File: config.mk
export PLATFORM = sky130hd
export DESIGN_NAME = cdc_handshake_rx
export DESIGN_NICKNAME = d
export VERILOG_FILES = /design/src/rtl/cdc_handshake_rx.sv
export SDC_FILE = /design/constraint.sdc
export NUM_CORES = 1
export LEC_CHECK = 0
export ABC_AREA = 1
export CORE_MARGIN = 2
export CORE_UTILIZATION = 38
export DETAILED_ROUTE_END_ITERATION = 8
export PLACE_DENSITY = 0.76
export SYNTH_ARGS = -nofsm -noshare
export SYNTH_HDL_FRONTEND = slang
export SYNTH_SLANG_ARGS = --single-unit
File: constraint.sdc
create_clock -name dest_clk -period 1 [get_ports dest_clk]
set_clock_uncertainty 0.15 [all_clocks]
set_input_delay 0.2 -clock dest_clk [delete_from_list [all_inputs] [get_ports dest_clk]]
set_output_delay 0.2 -clock dest_clk [all_outputs]
set_load 0.03 [all_outputs]
File: src/rtl/cdc_handshake_rx.sv
// rtl/cdc_handshake_rx.sv - destination end of a 4-phase req/ack CDC word transfer
//
// Synchronizes src_req into dest_clk, captures src_data once the request is
// seen, offers the word on a valid/ready interface and returns dest_ack from
// a flop for the source side to synchronize back. One word in flight.
//
// Parameters:
//   WIDTH   data word width (>= 1)
//   STAGES  depth of the src_req synchronizer (>= 2)
//
// Ports:
//   dest_clk  in   destination clock
//   rst_n     in   synchronous active-low reset
//   src_req   in   asynchronous request level from the source domain
//   src_data  in   source word, held stable by the source until it sees dest_ack
//   dest_ack  out  acknowledge level back to the source domain (flop output)
//   m_valid   out  captured word available
//   m_ready   in   consumer accepts the word
//   m_data    out  captured word (registered)
//
// Optional build macro: CDC_HANDSHAKE_RX_CHECK_EN adds simulation-only
// protocol checks; the functional logic is the same either way.

module cdc_handshake_rx #(
    parameter int WIDTH  = 32,
    parameter int STAGES = 2
) (
    input  logic             dest_clk,
    input  logic             rst_n,
    input  logic             src_req,
    input  logic [WIDTH-1:0] src_data,
    output logic             dest_ack,
    output logic             m_valid,
    input  logic             m_ready,
    output logic [WIDTH-1:0] m_data
);

    typedef enum logic [1:0] {
        IDLE   = 2'd0,
        VALID  = 2'd1,
        ACK_HI = 2'd2
    } state_t;

    state_t state;
    state_t state_d;

    // Request synchronizer. Only the last stage is ever used.
    (* ASYNC_REG = "TRUE" *) logic [STAGES-1:0] req_sync;
    logic req_s;

    always_ff @(posedge dest_clk) begin
        if (!rst_n) begin
            req_sync <= '0;
        end else begin
            req_sync <= {req_sync[STAGES-2:0], src_req};
        end
    end

    assign req_s = req_sync[STAGES-1];

    // State register
    always_ff @(posedge dest_clk) begin
        if (!rst_n) begin
            state <= IDLE;
        end else begin
            state <= state_d;
        end
    end

    // Next-state logic. A fresh capture is only possible after ACK_HI has
    // seen req_s low, which is what keeps one request to one transfer.
    always_comb begin
        state_d = state;
        case (state)
            IDLE: begin
                if (req_s) begin
                    state_d = VALID;
                end
            end
            VALID: begin
                if (m_ready) begin
                    state_d = ACK_HI;
                end
            end
            ACK_HI: begin
                if (!req_s) begin
                    state_d = IDLE;
                end
            end
            default: begin
                state_d = IDLE;
            end
        endcase
    end

    // Output decode. The decoded values are registered below so that
    // m_valid and dest_ack come straight off flops and change on the same
    // edge as the state transition that implies them.
    logic valid_d;
    logic ack_d;
    logic capture;

    always_comb begin
        valid_d = 1'b0;
        ack_d   = 1'b0;
        capture = 1'b0;
        case (state_d)
            VALID:   valid_d = 1'b1;
            ACK_HI:  ack_d   = 1'b1;
            default: begin
                valid_d = 1'b0;
                ack_d   = 1'b0;
            end
        endcase
        if (state == IDLE && req_s) begin
            capture = 1'b1;
        end
    end

    always_ff @(posedge dest_clk) begin
        if (!rst_n) begin
            m_valid  <= 1'b0;
            dest_ack <= 1'b0;
            m_data   <= '0;
        end else begin
            m_valid  <= valid_d;
            dest_ack <= ack_d;
            if (capture) begin
                m_data <= src_data;
            end
        end
    end

`ifdef CDC_HANDSHAKE_RX_CHECK_EN
`ifndef SYNTHESIS
    // Protocol monitors. They stay quiet during reset and for STAGES cycles
    // afterwards while the synchronizer flushes.
    int               chk_hold;
    logic             prev_req_s;
    logic             prev_window;
    logic             prev_valid;
    logic [WIDTH-1:0] prev_src_data;
    logic [WIDTH-1:0] prev_m_data;

    always_ff @(posedge dest_clk) begin
        if (!rst_n) begin
            chk_hold      <= 0;
            prev_req_s    <= 1'b0;
            prev_window   <= 1'b0;
            prev_valid    <= 1'b0;
            prev_src_data <= '0;
            prev_m_data   <= '0;
        end else begin
            if (chk_hold < STAGES) begin
                chk_hold <= chk_hold + 1;
            end
            prev_req_s    <= req_s;
            prev_window   <= req_s && !dest_ack;
            prev_valid    <= m_valid;
            prev_src_data <= src_data;
            prev_m_data   <= m_data;

            if (chk_hold >= STAGES) begin
                if (prev_window && req_s && !dest_ack && src_data != prev_src_data) begin
                    $error("cdc_handshake_rx: src_data changed during request at %0t state=%s",
                           $time, state.name());
                end
                if (state == VALID && prev_req_s && !req_s) begin
                    $error("cdc_handshake_rx: req_s fell while word pending at %0t state=%s",
                           $time, state.name());
                end
                if (!prev_req_s && req_s && dest_ack) begin
                    $error("cdc_handshake_rx: req_s rose before ack returned low at %0t state=%s",
                           $time, state.name());
                end
                if (prev_valid && m_valid && m_data != prev_m_data) begin
                    $error("cdc_handshake_rx: m_data changed while valid at %0t state=%s",
                           $time, state.name());
                end
            end
        end
    end
`endif
`endif

endmodule

Word level (Yosys, flattened, before mapping)
Index checks and enable logic that the tools add are counted.

storage, ports and cells
  bits in registers = 38
  latch bits = 0
  RAM bits = 0
  bits in read-only memories = 0
  output and inout bits = 34
  word-level logic and storage cells = 18
  memories kept = 0

operators by class
  add/subtract/negate cells = 0
  multiply operators = 0
  div/mod/pow operators = 0
  order comparisons = 0
  equality and inequality tests = 4
  shift operators = 0
  muxes and demuxes = 7
  bitwise operators = 0
  reductions and logical operators = 2

operators with widths
  kind                                                                   number
  2-bit two-way mux                                                      3
  2-bit case mux with 3 select lines                                     1
  2-bit by 1-bit equality test with 1-bit output, second input constant  2
  2-bit equality test, second input constant                             2
  1-bit two-way mux                                                      3
  2-bit zero test                                                        1
  1-bit logical AND                                                      1

Longest topological paths before layout
  depth after elaboration = 4
  mapped depth = 6
  gate-level depth less buffers = 4

Least setup slack after synthesis
OpenSTA, ideal clock, no wires.

  path type = reg2reg
  from = reg state[1]
  to = reg m_data[0]
  library setup time = 0.115 ns
  arrival = 0.844 ns
  path slack = -0.109 ns
  stages on the path, launching flop included = 7
  path buffers = 2
  clock period less this slack = 1.109 ns
  cell sequence = dfxtp_1 -> nor2_2 -> buf_6 -> buf_6 -> nand3_1 -> nand2_1 -> nor2_1

on the way
  word-level cells in the longest chain between the ends = 3

ends and longest elaborated chain
  element                   RTL line  RTL
  start: declaration        44        state_t state;
  start signal: assignment  66        state <= state_d;
  2-bit zero test           115       if (state == IDLE && req_s) begin
  1-bit logical AND         115
  1-bit two-way mux         115
  end signal: assignment    129       m_data <= src_data;
  end: declaration          35        output logic [WIDTH-1:0] m_data

No other way between the ends.
A chain may end at the register's enable or synchronous reset.

Final worst setup path
  from = reg state[0]
  to = reg m_data[28]

Same word-level chain as after synthesis.

==> reports/qor.yml <==
yosysWarnings: 0
worstSetupEndpointType: "register"
clockBufferDepth: 2
yosys.area_share.xor_xnor: 0
final_max_slew_viol_count: 0
synth_compound_area_frac: 0.110
dp.cells: 340
critical_path.max_stage_delay_ns: 0.34
clock_latency_ns: 0.27
setup_viol: 70
final_hold_viol_count: 0
post-route-period-util: 1.22
synth_top_family_by_area: "simple AND/OR/NAND/NOR gates"
path_max_fanout: 9
status: "complete, but fails checks"
cts_hold_buf: 0
ios: 70
grt_pass1_vias: 1535
fin_crit_ns: 1.22
synth_edf_count: 0
routabilityCongestion: 0.684
grt_pass1_wl_mm: 6.66
syn_avg_cell_area_sq_um: 7.09
worstMarginPinSlew_ns: 0.299
rrSetupSlack_ns: -0.22
muxShareOfSynthArea: 0
dieArea_sq_um: 4850
cap_viol_max_count: 0
dpl_cell_area_sq_um: 2310
p_sw_w: 0.000954
route.detailed.drc: 0
cts_made_buffers: 5
multi_input_area_sq_um: 643
criticalPathCategory: "register to register"
ys_ff_latch: 38
grtUsageTotal: 0.165
via_per_inst: 4.74
relSlewSlack: 0.800
p_int_w: 0.00275
cts_root_buf: "clkbuf_8"
fp.dieH_um: 69.7
vias: 1689
antenna_left: 0
path_cells: "nor2_4 > buf_12 > clkbuf_16 > nand3_1 > nand2_1 > nor2_1"
worst_slack_ns: -0.222
core_region_area_sq_um: 4090
worstPathRequired_ns: 1.02
n_fill_cell: 341
diodes: 0
synth_common_cells: "38 x dfxtp_1, 36 x a21oi_1, 36 x inv_1"
grt_max_degree: 37
final_area_sq_um: 2810
wl_mm: 4.48
seqCellArea_sq_um: 810
hpwl_mm: 2.50
antenna_found_initial: 0
switching_share: 0.257
syn_inst: 231
syn_to_final_growth_pct: 71.7
htreeDepth: 2
p_per_area_nw_per_um2: 1320
portBuffers: 69
ir_drop_v: 0.000683
gr-total-overflow: 0
synth_flop_cell: "dfxtp_1"
syn_nets: 267
final_cells: 356
synth.top_cell.area_share: 0.464
fin_util: 0.688
arrival_ns: 1.24
fin_tns_setup_ns: -8.61
dr.first_iter.drc_count: 94
row_count: 23
clkTransAtPathRegs_ns: 0.07
wl_per_cell_um: 12.6
syn-cell-area_sq_um: 1640
drive_gt1_frac: 0.330
rsz0062_at_grt: "true"
critPathLaunchType: "register"
p_total_w: 0.00371
violations: "negative setup slack"
first_pass_iters: 4
nets: 341
slowest_stage: "dfxtp_2"
die_w_um: 69.7
cts_tree: "built"
p_seq_frac: 0.449
power_leakage_nw: 1.34
synth-adder-area-share: 0
ys_top_cells_by_area: "dfxtp_1 46%, a21oi_1 11%, nand3_1 10%"
synth_area_leader_cell: "dfxtp_1"
clkPwrFrac: 0.322
clock_sinks: 38
async_flop_share: 0
hold_class: "input pin to register"
synth-simple-area-share: 0.267
yosysUniqueCellTypes: 13
ys_seq_area_frac: 0.464
yosysMostFrequentCell: "dfxtp_1"
max_freq_mhz: 818
combPwrFrac: 0.229
start_util: 0.401
==> cell type report <==
class | instances | share of cell area
well taps | 50 | 0.0223
repair buffers | 85 | 0.374
flip-flops and latches | 38 | 0.288
inverters | 36 | 0.0481
multi-input cells | 139 | 0.229
clock buffers | 8 | 0.0392
==> critical path: cells and delay by family (launching register included) <==
kind,cells,cell delay [ns]
flops,1,0.34
simple gates,4,0.33
buf+inv,2,0.29
==> stage by stage <==
step                hold slack, ns  setup slack (ns)
finish                       0.228            -0.222
global route                 0.249            -0.254
detailed placement           0.249            -0.344
CTS                          0.258            -0.171
global placement             0.255            -0.304
floorplan                    0.148            -0.106
==> layout by cell type (no fill, tap or decap), drive strengths merged <==
master,Yosys,final
buf,15,44
nor2,33,33
bufbuf,0,2
clkdlybuf4s50,0,34
clkbuf,3,12
dfxtp,38,38
nand3,33,33
nand2,35,35
a21oi,36,36
nand3b,2,2
inv,36,36
dlymetal6s2s,0,1
==> cells by family after synthesis <==
family | after synthesis
simple gates | 103
buf+inv | 54
flops | 38
compound gates | 36
==> state kept, by name, indices dropped and copies added (netlist names) <==
| signal | cells |
|---|---|
| state | 2 |
| m_valid | 1 |
| dest_ack | 1 |
| m_data | 32 |
| req_sync | 2 |
==> routing by layer <==
metal,global-route usage,vias up,share of wire
met5,0,-,0
met4,0.0363,0,0.010
met3,0.0494,6,0.060
met2,0.278,61,0.47
met1,0.208,756,0.46
li1,-,866,-
==> worst paths after layout <==
check	cells after the start	endpoint	from
setup reg to reg	6	m_data[28]	state[0]
hold reg to reg	2	req_sync[1]	req_sync[0]
setup / recovery	6	m_data[28]	state[0]
hold / removal	3	dest_ack	rst_n
==> power groups by stage <==
| stage | Sequential [W] | Combinational, W | Clock (W) |
|---|---|---|---|
| after floorplan | 0.00181 | 0.000266 | 0 |
| after global placement | 0.00167 | 0.000699 | 0 |
| after detailed placement | 0.00167 | 0.000706 | 0 |
| after CTS | 0.00166 | 0.000777 | 0.00121 |
| after global routing | 0.00167 | 0.000916 | 0.00129 |
| final | 0.00167 | 0.000850 | 0.00119 |
==> repair_timing <==
action / 4_1_cts / 5_1_grt
buffers inserted: 0 / 2
pin swaps: 0 / 4
gates resized for setup: 67 / 8
endpoints found under the hold margin: 0 / 0
setup endpoints to repair: 70 / 72
gates cloned: 2 / 4
Note: power is estimated with default switching activity, not from simulation.
